File: config.mk
export PLATFORM = sky130hd
export DESIGN_NAME = composition_stage_bw16_n3
export DESIGN_NICKNAME = d
export VERILOG_FILES = /design/src/rtl/composition_stage_bw16_n3_pkg.sv /design/src/rtl/composition_stage_bw16_n3_compose_ready_tracker.sv /design/src/rtl/composition_stage_bw16_n3.sv
export SDC_FILE = /design/constraint.sdc
export NUM_CORES = 1
export LEC_CHECK = 0
export BUFFER_PORTS_ARGS = -buffer_cell sky130_fd_sc_hd__buf_2
export CORE_ASPECT_RATIO = 0.7
export CORE_UTILIZATION = 40
export CTS_BUF_LIST = sky130_fd_sc_hd__clkbuf_8
export CTS_CLUSTER_DIAMETER = 40
export DETAILED_ROUTE_END_ITERATION = 16
export GPL_TIMING_DRIVEN = 0
export HOLD_SLACK_MARGIN = 0.08
export PLACE_DENSITY = 0.68
export SYNTH_ARGS = -nofsm -noshare
export SYNTH_HDL_FRONTEND = slang
export SYNTH_HIERARCHICAL = 1
export SYNTH_SLANG_ARGS = --single-unit
File: constraint.sdc
create_clock -name CLK -period 2.5 [get_ports CLK]
set_input_delay 0.5 -clock CLK [delete_from_list [all_inputs] [get_ports CLK]]
set_output_delay 0.5 -clock CLK [all_outputs]
set_load 0.05 [all_outputs]
File: src/rtl/composition_stage_bw16_n3_pkg.sv
// Shared constants for the composition stage: state encoding, default width, child count.
package composition_stage_bw16_n3_pkg;

  localparam int unsigned DEFAULT_BW = 16;
  localparam int unsigned N_CHILD    = 3;

  localparam logic [2:0] S_IDLE     = 3'd0;
  localparam logic [2:0] S_IN_ST    = 3'd1;
  localparam logic [2:0] S_IN_WAIT  = 3'd2;
  localparam logic [2:0] S_OUT_ST   = 3'd3;
  localparam logic [2:0] S_OUT_WAIT = 3'd4;

endpackage

File: src/rtl/composition_stage_bw16_n3_compose_ready_tracker.sv
// Accumulates which inner children have dropped RD since the shared start was raised.
module compose_ready_tracker
  import composition_stage_bw16_n3_pkg::*;
(
  input  logic               CLK,
  input  logic               RST,
  input  logic               clr,
  input  logic               en,
  input  logic [N_CHILD-1:0] crd,
  output logic               all_low_seen,
  output logic               all_high
);

  logic [N_CHILD-1:0] mask;

  always_ff @(posedge CLK) begin
    if (!RST) begin
      mask <= '0;
    end else if (clr) begin
      mask <= '0;
    end else if (en) begin
      mask <= mask | ~crd;
    end
  end

  // Include the current sample so the phase can close on the edge that sees the last drop.
  assign all_low_seen = &(mask | ~crd);
  assign all_high     = &crd;

endmodule

File: src/rtl/composition_stage_bw16_n3.sv
// Composition node f(g0,g1,g2): runs three inner children, then the outer child on their results.
// Optional watchdog with ERR output is enabled by defining COMPOSE_TIMEOUT_EN.
module composition_stage_bw16_n3
  import composition_stage_bw16_n3_pkg::*;
#(
  parameter int unsigned BW = DEFAULT_BW
`ifdef COMPOSE_TIMEOUT_EN
  ,
  parameter int unsigned TIMEOUT = 255
`endif
) (
  input  logic               CLK,
  input  logic               RST,
  input  logic               ST,
  output logic               RD,
  output logic [BW-1:0]      RES,
  output logic               CST,
  input  logic [N_CHILD-1:0] CRD,
  input  logic [BW-1:0]      CRES0,
  input  logic [BW-1:0]      CRES1,
  input  logic [BW-1:0]      CRES2,
  output logic               OST,
  input  logic               ORD,
  output logic [BW-1:0]      OIN0,
  output logic [BW-1:0]      OIN1,
  output logic [BW-1:0]      OIN2,
  input  logic [BW-1:0]      ORES
`ifdef COMPOSE_TIMEOUT_EN
  ,
  output logic               ERR
`endif
);

  logic [2:0]    state;
  logic [2:0]    state_nxt;
  logic          st_hist;
  logic          start_c;
  logic          all_low_seen;
  logic          all_high;
  logic          clr_mask;
  logic          tmo_c;
  logic          rd_d;
  logic          cst_d;
  logic          ost_d;
  logic [BW-1:0] res_d;
  logic [BW-1:0] oin0_d;
  logic [BW-1:0] oin1_d;
  logic [BW-1:0] oin2_d;

  assign start_c = (state == S_IDLE) && ST && st_hist;

  compose_ready_tracker u_tracker (
    .CLK          (CLK),
    .RST          (RST),
    .clr          (clr_mask),
    .en           (state == S_IN_ST),
    .crd          (CRD),
    .all_low_seen (all_low_seen),
    .all_high     (all_high)
  );

`ifdef COMPOSE_TIMEOUT_EN
  localparam int unsigned CNT_W = $clog2(TIMEOUT + 1);

  logic [CNT_W-1:0] cnt;
  logic             phase_done_c;
  logic             err_d;

  // A phase that completes on the expiry edge is allowed to proceed.
  assign phase_done_c = ((state == S_IN_WAIT) && all_high) || ((state == S_OUT_WAIT) && ORD);
  assign tmo_c = (state != S_IDLE) && (cnt == CNT_W'(TIMEOUT - 1)) && !phase_done_c;

  always_ff @(posedge CLK) begin
    if (!RST) begin
      cnt <= '0;
    end else if (((state_nxt == S_IN_ST) && (state != S_IN_ST)) ||
                 ((state_nxt == S_OUT_ST) && (state != S_OUT_ST))) begin
      cnt <= '0;
    end else if (state != S_IDLE) begin
      cnt <= cnt + CNT_W'(1);
    end
  end
`else
  assign tmo_c = 1'b0;
`endif

  // State and registered outputs
  always_ff @(posedge CLK) begin
    if (!RST) begin
      state   <= S_IDLE;
      st_hist <= 1'b0;
      RD      <= 1'b1;
      RES     <= '0;
      CST     <= 1'b0;
      OST     <= 1'b0;
      OIN0    <= '0;
      OIN1    <= '0;
      OIN2    <= '0;
`ifdef COMPOSE_TIMEOUT_EN
      ERR     <= 1'b0;
`endif
    end else begin
      state   <= state_nxt;
      st_hist <= (state == S_IDLE) && ST;
      RD      <= rd_d;
      RES     <= res_d;
      CST     <= cst_d;
      OST     <= ost_d;
      OIN0    <= oin0_d;
      OIN1    <= oin1_d;
      OIN2    <= oin2_d;
`ifdef COMPOSE_TIMEOUT_EN
      ERR     <= err_d;
`endif
    end
  end

  // Next state
  always_comb begin
    state_nxt = state;
    case (state)
      S_IDLE:     if (start_c)      state_nxt = S_IN_ST;
      S_IN_ST:    if (all_low_seen) state_nxt = S_IN_WAIT;
      S_IN_WAIT:  if (all_high)     state_nxt = S_OUT_ST;
      S_OUT_ST:   if (!ORD)         state_nxt = S_OUT_WAIT;
      S_OUT_WAIT: if (ORD)          state_nxt = S_IDLE;
      default:                      state_nxt = S_IDLE;
    endcase
    if (tmo_c) state_nxt = S_IDLE;
  end

  // Next values of the registered outputs
  always_comb begin
    rd_d     = RD;
    cst_d    = CST;
    ost_d    = OST;
    res_d    = RES;
    oin0_d   = OIN0;
    oin1_d   = OIN1;
    oin2_d   = OIN2;
    clr_mask = 1'b0;
`ifdef COMPOSE_TIMEOUT_EN
    err_d    = ERR;
`endif
    case (state)
      S_IDLE: begin
        if (start_c) begin
          rd_d  = 1'b0;
          cst_d = 1'b1;
`ifdef COMPOSE_TIMEOUT_EN
          err_d = 1'b0;
`endif
        end
      end
      S_IN_ST: begin
        if (all_low_seen) cst_d = 1'b0;
      end
      S_IN_WAIT: begin
        if (all_high) begin
          oin0_d = CRES0;
          oin1_d = CRES1;
          oin2_d = CRES2;
          ost_d  = 1'b1;
        end
      end
      S_OUT_ST: begin
        if (!ORD) ost_d = 1'b0;
      end
      S_OUT_WAIT: begin
        if (ORD) begin
          res_d    = ORES;
          rd_d     = 1'b1;
          clr_mask = 1'b1;
        end
      end
      default: begin
        rd_d     = 1'b1;
        cst_d    = 1'b0;
        ost_d    = 1'b0;
        clr_mask = 1'b1;
      end
    endcase
    if (tmo_c) begin
      rd_d     = 1'b1;
      res_d    = '0;
      cst_d    = 1'b0;
      ost_d    = 1'b0;
      clr_mask = 1'b1;
`ifdef COMPOSE_TIMEOUT_EN
      err_d    = 1'b1;
`endif
    end
  end

endmodule

==> flow_summary.toml, run 1 <==
[final_layout]
final_nets = 554
area_growth_pct = 34.6
drive_gt1_share_pct = 36.3
antenna_cells = 0
postLayoutCellArea_um2 = 3930
final_util_pct = 56.9

[critical_path]
worstPathRequired_ns = 2.00
worstPathArrival_ns = 0.95
cp-start-kind = "flip-flop"
path_max_fanout = 2
slowest_delay_ns = 0.34
worst_path_max_delay_cell = "dfxtp_1"
path_delay_family = "flip-flops"
worstSetupPathType = "flip-flop to output port"
cp.buffers_inverters = 1
path_cells = "buf_2"
endpoint_kind = "output port"

[outcome]
outcome = "completed"

[sta]
setup_viol_count_final = 0
fmaxAchievable_ghz = 0.688
rsz0062_at_grt = "false"
hold_viol_final = 0
period_share_pct = 58.1
tightest_slew_ns = 0.446
max_slew_margin_pct = 70.2
timing.setup.tns_ns = 0
finalCriticalPeriod_ns = 1.45
finalMaxSlewViolations = 0
fin_skew_ns = 0.00995

[die]
ioPinCount = 138
coreArea_um2 = 6910
die-area_um2 = 7650
start_util_pct = 42.2
row_count = 25
die_h_um = 73.5
die_w_um = 104

[yosys]
yosysTopAreaCellShare_pct = 50.8
synth_compound_area_share_pct = 20.9
syn-num-nets = 406
synth-simple-area-share_pct = 22.9
yosys.cell_types.count = 29
synthFlopType = "dfxtp_1"
yosysSeqAreaShare_pct = 50.8
synth.largest_area_cell = "dfxtp_1"
synthArstFlopShare_pct = 0
synth_cells = 335
synth.area.top_cells = "dfxtp_1 (51%), nand2_1 (17%), a21boi_0 (11%), a21boi_2 (3.9%), a21boi_1 (2.8%)"
synthTopCellsByCount = "nand2_1 (129), dfxtp_1 (74), a21boi_0 (44)"
muxShareOfSynthArea_pct = 0
synth_area_um2 = 2920
synth-edff-count = 0
syn_area_per_cell_um2 = 8.71
ys_warn_count = 6
synth_top_family_by_area = "simple AND/OR/NAND/NOR gates"
synth_most_common_cell = "nand2_1"
synth_seq_cells = 74
synth-adder-area-share_pct = 0
synthXorXnorAreaFrac_pct = 0

[clock_network]
cts-root-buf = "clkbuf_8"
numCtsBuffers = 9
cts_max_path_buffers = 2
cts_max_level = 3
ctsResizeCount = 0
clock_latency_ns = 0.34
cts_sinks = 74
cts_setup_buffers = 0
cts_hold_buf = 0
cts_tree = "yes"
cts.clk_slew.worst_paths_ns = 0.08

[worst_hold_path]
hold_path.class = "input pin to flip-flop"

[grt]
grt_pass1_vias = 2425
antenna_found_initial = 0
grt-ovfl-total = 0
grt_first_pass_wirelength_um = 11100
grtUsageMet2_pct = 29.9
grt_max_degree = 13
met1_usage_pct = 23.2
track_usage_pct = 18.4
globalRouteMet3Util_pct = 6.92
busiest_layer = "met2"

[drt]
detail_route.wl_per_cell_um = 12.1
dr_total_vias = 2682
wirelength_um = 7020
drcViolationCount = 0
via_per_inst = 4.62
ant_nets = 0
drtIter0Drc = 93
dr.pass1.iters = 4

[place]
globalplace.congestion = 0.783
hpwlAfterDp_um = 5170
placed_area_um2 = 3720
port_buffers = 137

[pwr]
p_per_area_nw_per_um2 = 587
peakVddDrop_mv = 0.307
power.static_leakage_nw = 1.70

[flow_run]
maxCapViolCount = 0
[worst min-delay path: stages]
cell and delay [ns]:
buf_2 0.09, nand2_1 0.04, a21boi_1 0.05
[kinds of logic after synthesis]
logic type,Yosys count
compound gates,79
buf+inv,28
flops,74
simple gates,154
[layout by cell type (no fill, tap or decap), types with 2 or more instances in the layout]
cell        synthesis  routed
a21boi_0           44      44
a21boi_1           11      11
a21boi_2           10      10
a21oi_1             6       6
and2_1              2       2
and3_1              3       3
buf_2               7     144
buf_4               4       4
buf_6               4       4
bufinv_16           0       2
clkbuf_1            9       9
clkbuf_8            0       9
clkinvlp_4          0       2
dfxtp_1            74      74
inv_1               4       5
nand2_1           129     129
nand2b_1            4       4
nand3b_1            2       2
nand4bb_1           2       2
nor2b_1             3       3
nor3b_1             2       2
o21ai_0             5       5
[where the power goes]
group / switching [W] / total (W) / internal [W]
sequential: 0.00000411 / 0.00119 / 0.00119
combinational: 0.0000662 / 0.000138 / 0.0000719
clock: 0.000427 / 0.000978 / 0.000551
total: 0.000498 / 0.00231 / 0.00181
[stage by stage]
stage | hold slack (ns) | cells | power [W] | setup WS (ns)
3_3_place_gp | 0.439 | 566 | 0.00136 | 0.770
6_report | 0.392 | 581 | 0.00231 | 1.05
4_1_cts | 0.376 | 581 | 0.00233 | 1.02
2_1_floorplan | 0.430 | 335 | 0.00128 | 1.07
5_1_grt | 0.371 | 581 | 0.00240 | 0.946
3_5_place_dp | 0.445 | 566 | 0.00136 | 0.739
[metal layers]
| metal | wire (um) | up-vias | share of wire, % |
|---|---|---|---|
| met5 | 0 | - | 0 |
| met4 | 62 | 0 | 0.88 |
| met3 | 490 | 8 | 7.0 |
| met2 | 2940 | 90 | 42 |
| met1 | 3530 | 1198 | 50 |
| li1 | - | 1386 | - |
[flip-flops by register name, indices dropped and copies added, names as in the netlist]
register and count:
CST 1, OIN0 16, OIN1 16, OIN2 16
OST 1, RD 1, RES 16, st_hist 1
state 3, u_tracker/mask 3
[area by class of cell]
type,count,area (um^2)
Clock inverter,6,83.8
Tap cell,94,118
Fill cell,668,2980
Inverter,4,15.0
Clock buffer,9,124
Multi-Input combinational cell,233,1280
Timing Repair Buffer,137,686
Sequential cell,74,1480
Buffer,24,144
[final timing paths]
kind | from | cells after the start | slack (ns) | to
min | ORES[4] | 3 | 0.39 | RES[4]
max | OIN0[11] | 1 | 1.05 | OIN0[11]
min reg2reg | RES[12] | 2 | 0.45 | RES[12]
max reg2reg | state[0] | 5 | 1.06 | u_tracker/mask[2]
(Power assumes the default switching activity.)
==> run 2: changes to the inputs <==
PLACE_DENSITY = 0.71   (was 0.68)
clock period = 1.3 ns   (was 2.5 ns; I/O delays follow)
==> run 2 against run 1 <==
The run now ends with setup timing left; clock power grew 79%; final cell count grew 3.8%; sequential power grew 92%; critical path depth grew 5; global-route usage grew 0.85 points.
==> flow_summary.toml, run 2 (same netlist as run 1, synthesis figures left out) <==
[pwr]
p_per_area_nw_per_um2 = 999
peakVddDrop_mv = 0.689
netSwitchingFraction_pct = 22.7
combPwrFrac_pct = 6.9
power.static_leakage_nw = 1.97
internal_power_w = 0.00336
p_sw_w = 0.000984
p_clk_share_pct = 40.3
seqPwrFrac_pct = 52.7

[die]
start_util_pct = 42.2
die-area_um2 = 7650
row_count = 25
coreArea_um2 = 6910
die_h_um = 73.5
ioPinCount = 138
die_w_um = 104

[final_layout]
final_util_pct = 62.9
final_common_cell = "buf_2"
final_cell_mix = "buf_2 (139), nand2_1 (115), dfxtp_1 (70)"
antenna_cells = 0
final_nets = 576
area_growth_pct = 48.9
drive_gt1_share_pct = 45.0
final_cells = 603

[clock_network]
clock_latency_ns = 0.34
cts-root-buf = "clkbuf_8"
cts_sinks = 74
numCtsBuffers = 9
cts_tree = "yes"
cts_max_level = 3
cts.clk_slew.worst_paths_ns = 0.08
cts_max_path_buffers = 2

[drt]
highest_layer = "met4"
met2_length_um = 3360
routed-wl-met3_um = 423
drt-met1-wl_um = 3690
wirelength_um = 7550
dr_total_vias = 2805
dr.pass1.iters = 4
drtIter0Drc = 91
ant_nets = 0
detail_route.wl_per_cell_um = 12.5
via_per_inst = 4.65
drcViolationCount = 0

[sta]
period_share_pct = 106
finalMaxSlewViolations = 0
fin_skew_ns = 0.00727
setup_viol_count_final = 21
timing.setup.tns_ns = -0.806
setup_slack_ns = -0.0774
hold_viol_final = 0
fmaxAchievable_ghz = 0.726
rsz0062_at_grt = "true"
tightest_slew_ns = 0.412
max_slew_margin_pct = 72.3
finalCriticalPeriod_ns = 1.38

[flow_run]
maxCapViolCount = 0

[critical_path]
cp-start-kind = "flip-flop"
worst_path_max_delay_cell = "dfxtp_2"
timing.rr.start = "u_tracker/mask[0]"
worstSetupPathType = "flip-flop to flip-flop"
path_cells = "inv_2, a222oi_1, buf_4, nor2b_4, nor3b_1, o31a_1"
worstPathRequired_ns = 1.53
path_max_fanout = 2
endpoint_kind = "flip-flop"
worstPathArrival_ns = 1.61
slowest_delay_ns = 0.33
regToRegSetupSlack_ns = -0.08
worstRegToRegCells = 6
reg2reg_to = "CST"

[place]
place_inst = 566
hpwlAfterDp_um = 5140
preCtsSetupSlack_ns = -0.238
port_buffers = 137
globalplace.congestion = 0.757

[outcome]
violations = "setup timing"
outcome = "finished, violations left"

[grt]
track_usage_pct = 19.3
grt_first_pass_wirelength_um = 11600
antenna_found_initial = 0
grt_pass1_vias = 2467
grt_max_degree = 13
grt-ovfl-total = 0

[worst_hold_path]
hold_path.class = "input pin to flip-flop"
hold_depth = 3
min_to = "OIN1[0]"
worstHoldStart = "CRES1[0]"
run 2: metrics by stage:
step	power (W)	hold WS, ns	instance area (um^2)
after floorplan	0.00247	0.336	2930
after global placement	0.00261	0.438	3730
after detailed placement	0.00261	0.443	3730
after CTS	0.00437	0.135	4090
after global routing	0.00453	0.137	4350
final	0.00434	0.145	4350
run 2: critical path: cells and delay by family, from the launching register on:
| kind | cells | cell delay, ns |
|---|---|---|
| buf+inv | 2 | 0.21 |
| flops | 1 | 0.33 |
| compound gates | 2 | 0.53 |
| simple gates | 2 | 0.19 |
run 2: timing repair:
action / in CTS / in global routing
resized for setup: 33 / 86
pin swaps: 6 / 24
buffers inserted: 9 / 9
hold buffers: 0 / 0
endpoints found under the setup margin: 55 / 69
cloned: 2 / 2
run 2: power groups by stage:
stage	combinational [W]	sequential, W	clock, W
final	0.000300	0.00229	0.00175
after global routing	0.000326	0.00229	0.00191
after CTS	0.000281	0.00229	0.00180
after detailed placement	0.000267	0.00234	0
after global placement	0.000265	0.00234	0
after floorplan	0.0000973	0.00237	0
run 2: worst max-delay path by stage:
stage	from	endpoint	depth (start not counted)	slack (ns)
final	u_tracker/mask[0]	CST	6	-0.08
after global placement	CRD[2]	OIN1[11]	7	-0.19
after floorplan	state[0]	u_tracker/mask[0]	5	0.02
after global routing	u_tracker/mask[1]	CST	6	-0.16
after CTS	u_tracker/mask[0]	CST	5	-0.11
after detailed placement	CRD[2]	OIN1[15]	6	-0.24
run 2: area by class of cell:
type	count	area, um^2
inverter	4	15.0
multi-input combinational	233	1420
fill	646	2560
sequential	74	1490
clock buffer	10	138
clock inverter	5	55.1
tap	94	118
buffer	24	209
timing repair buffer	159	908
run 2: metal layers:
metal  GRT usage (%)  vias up
li1                -     1432
met1            26.2     1281
met2            29.6       83
met3            6.30        9
met4            5.08        0
met5               0        -
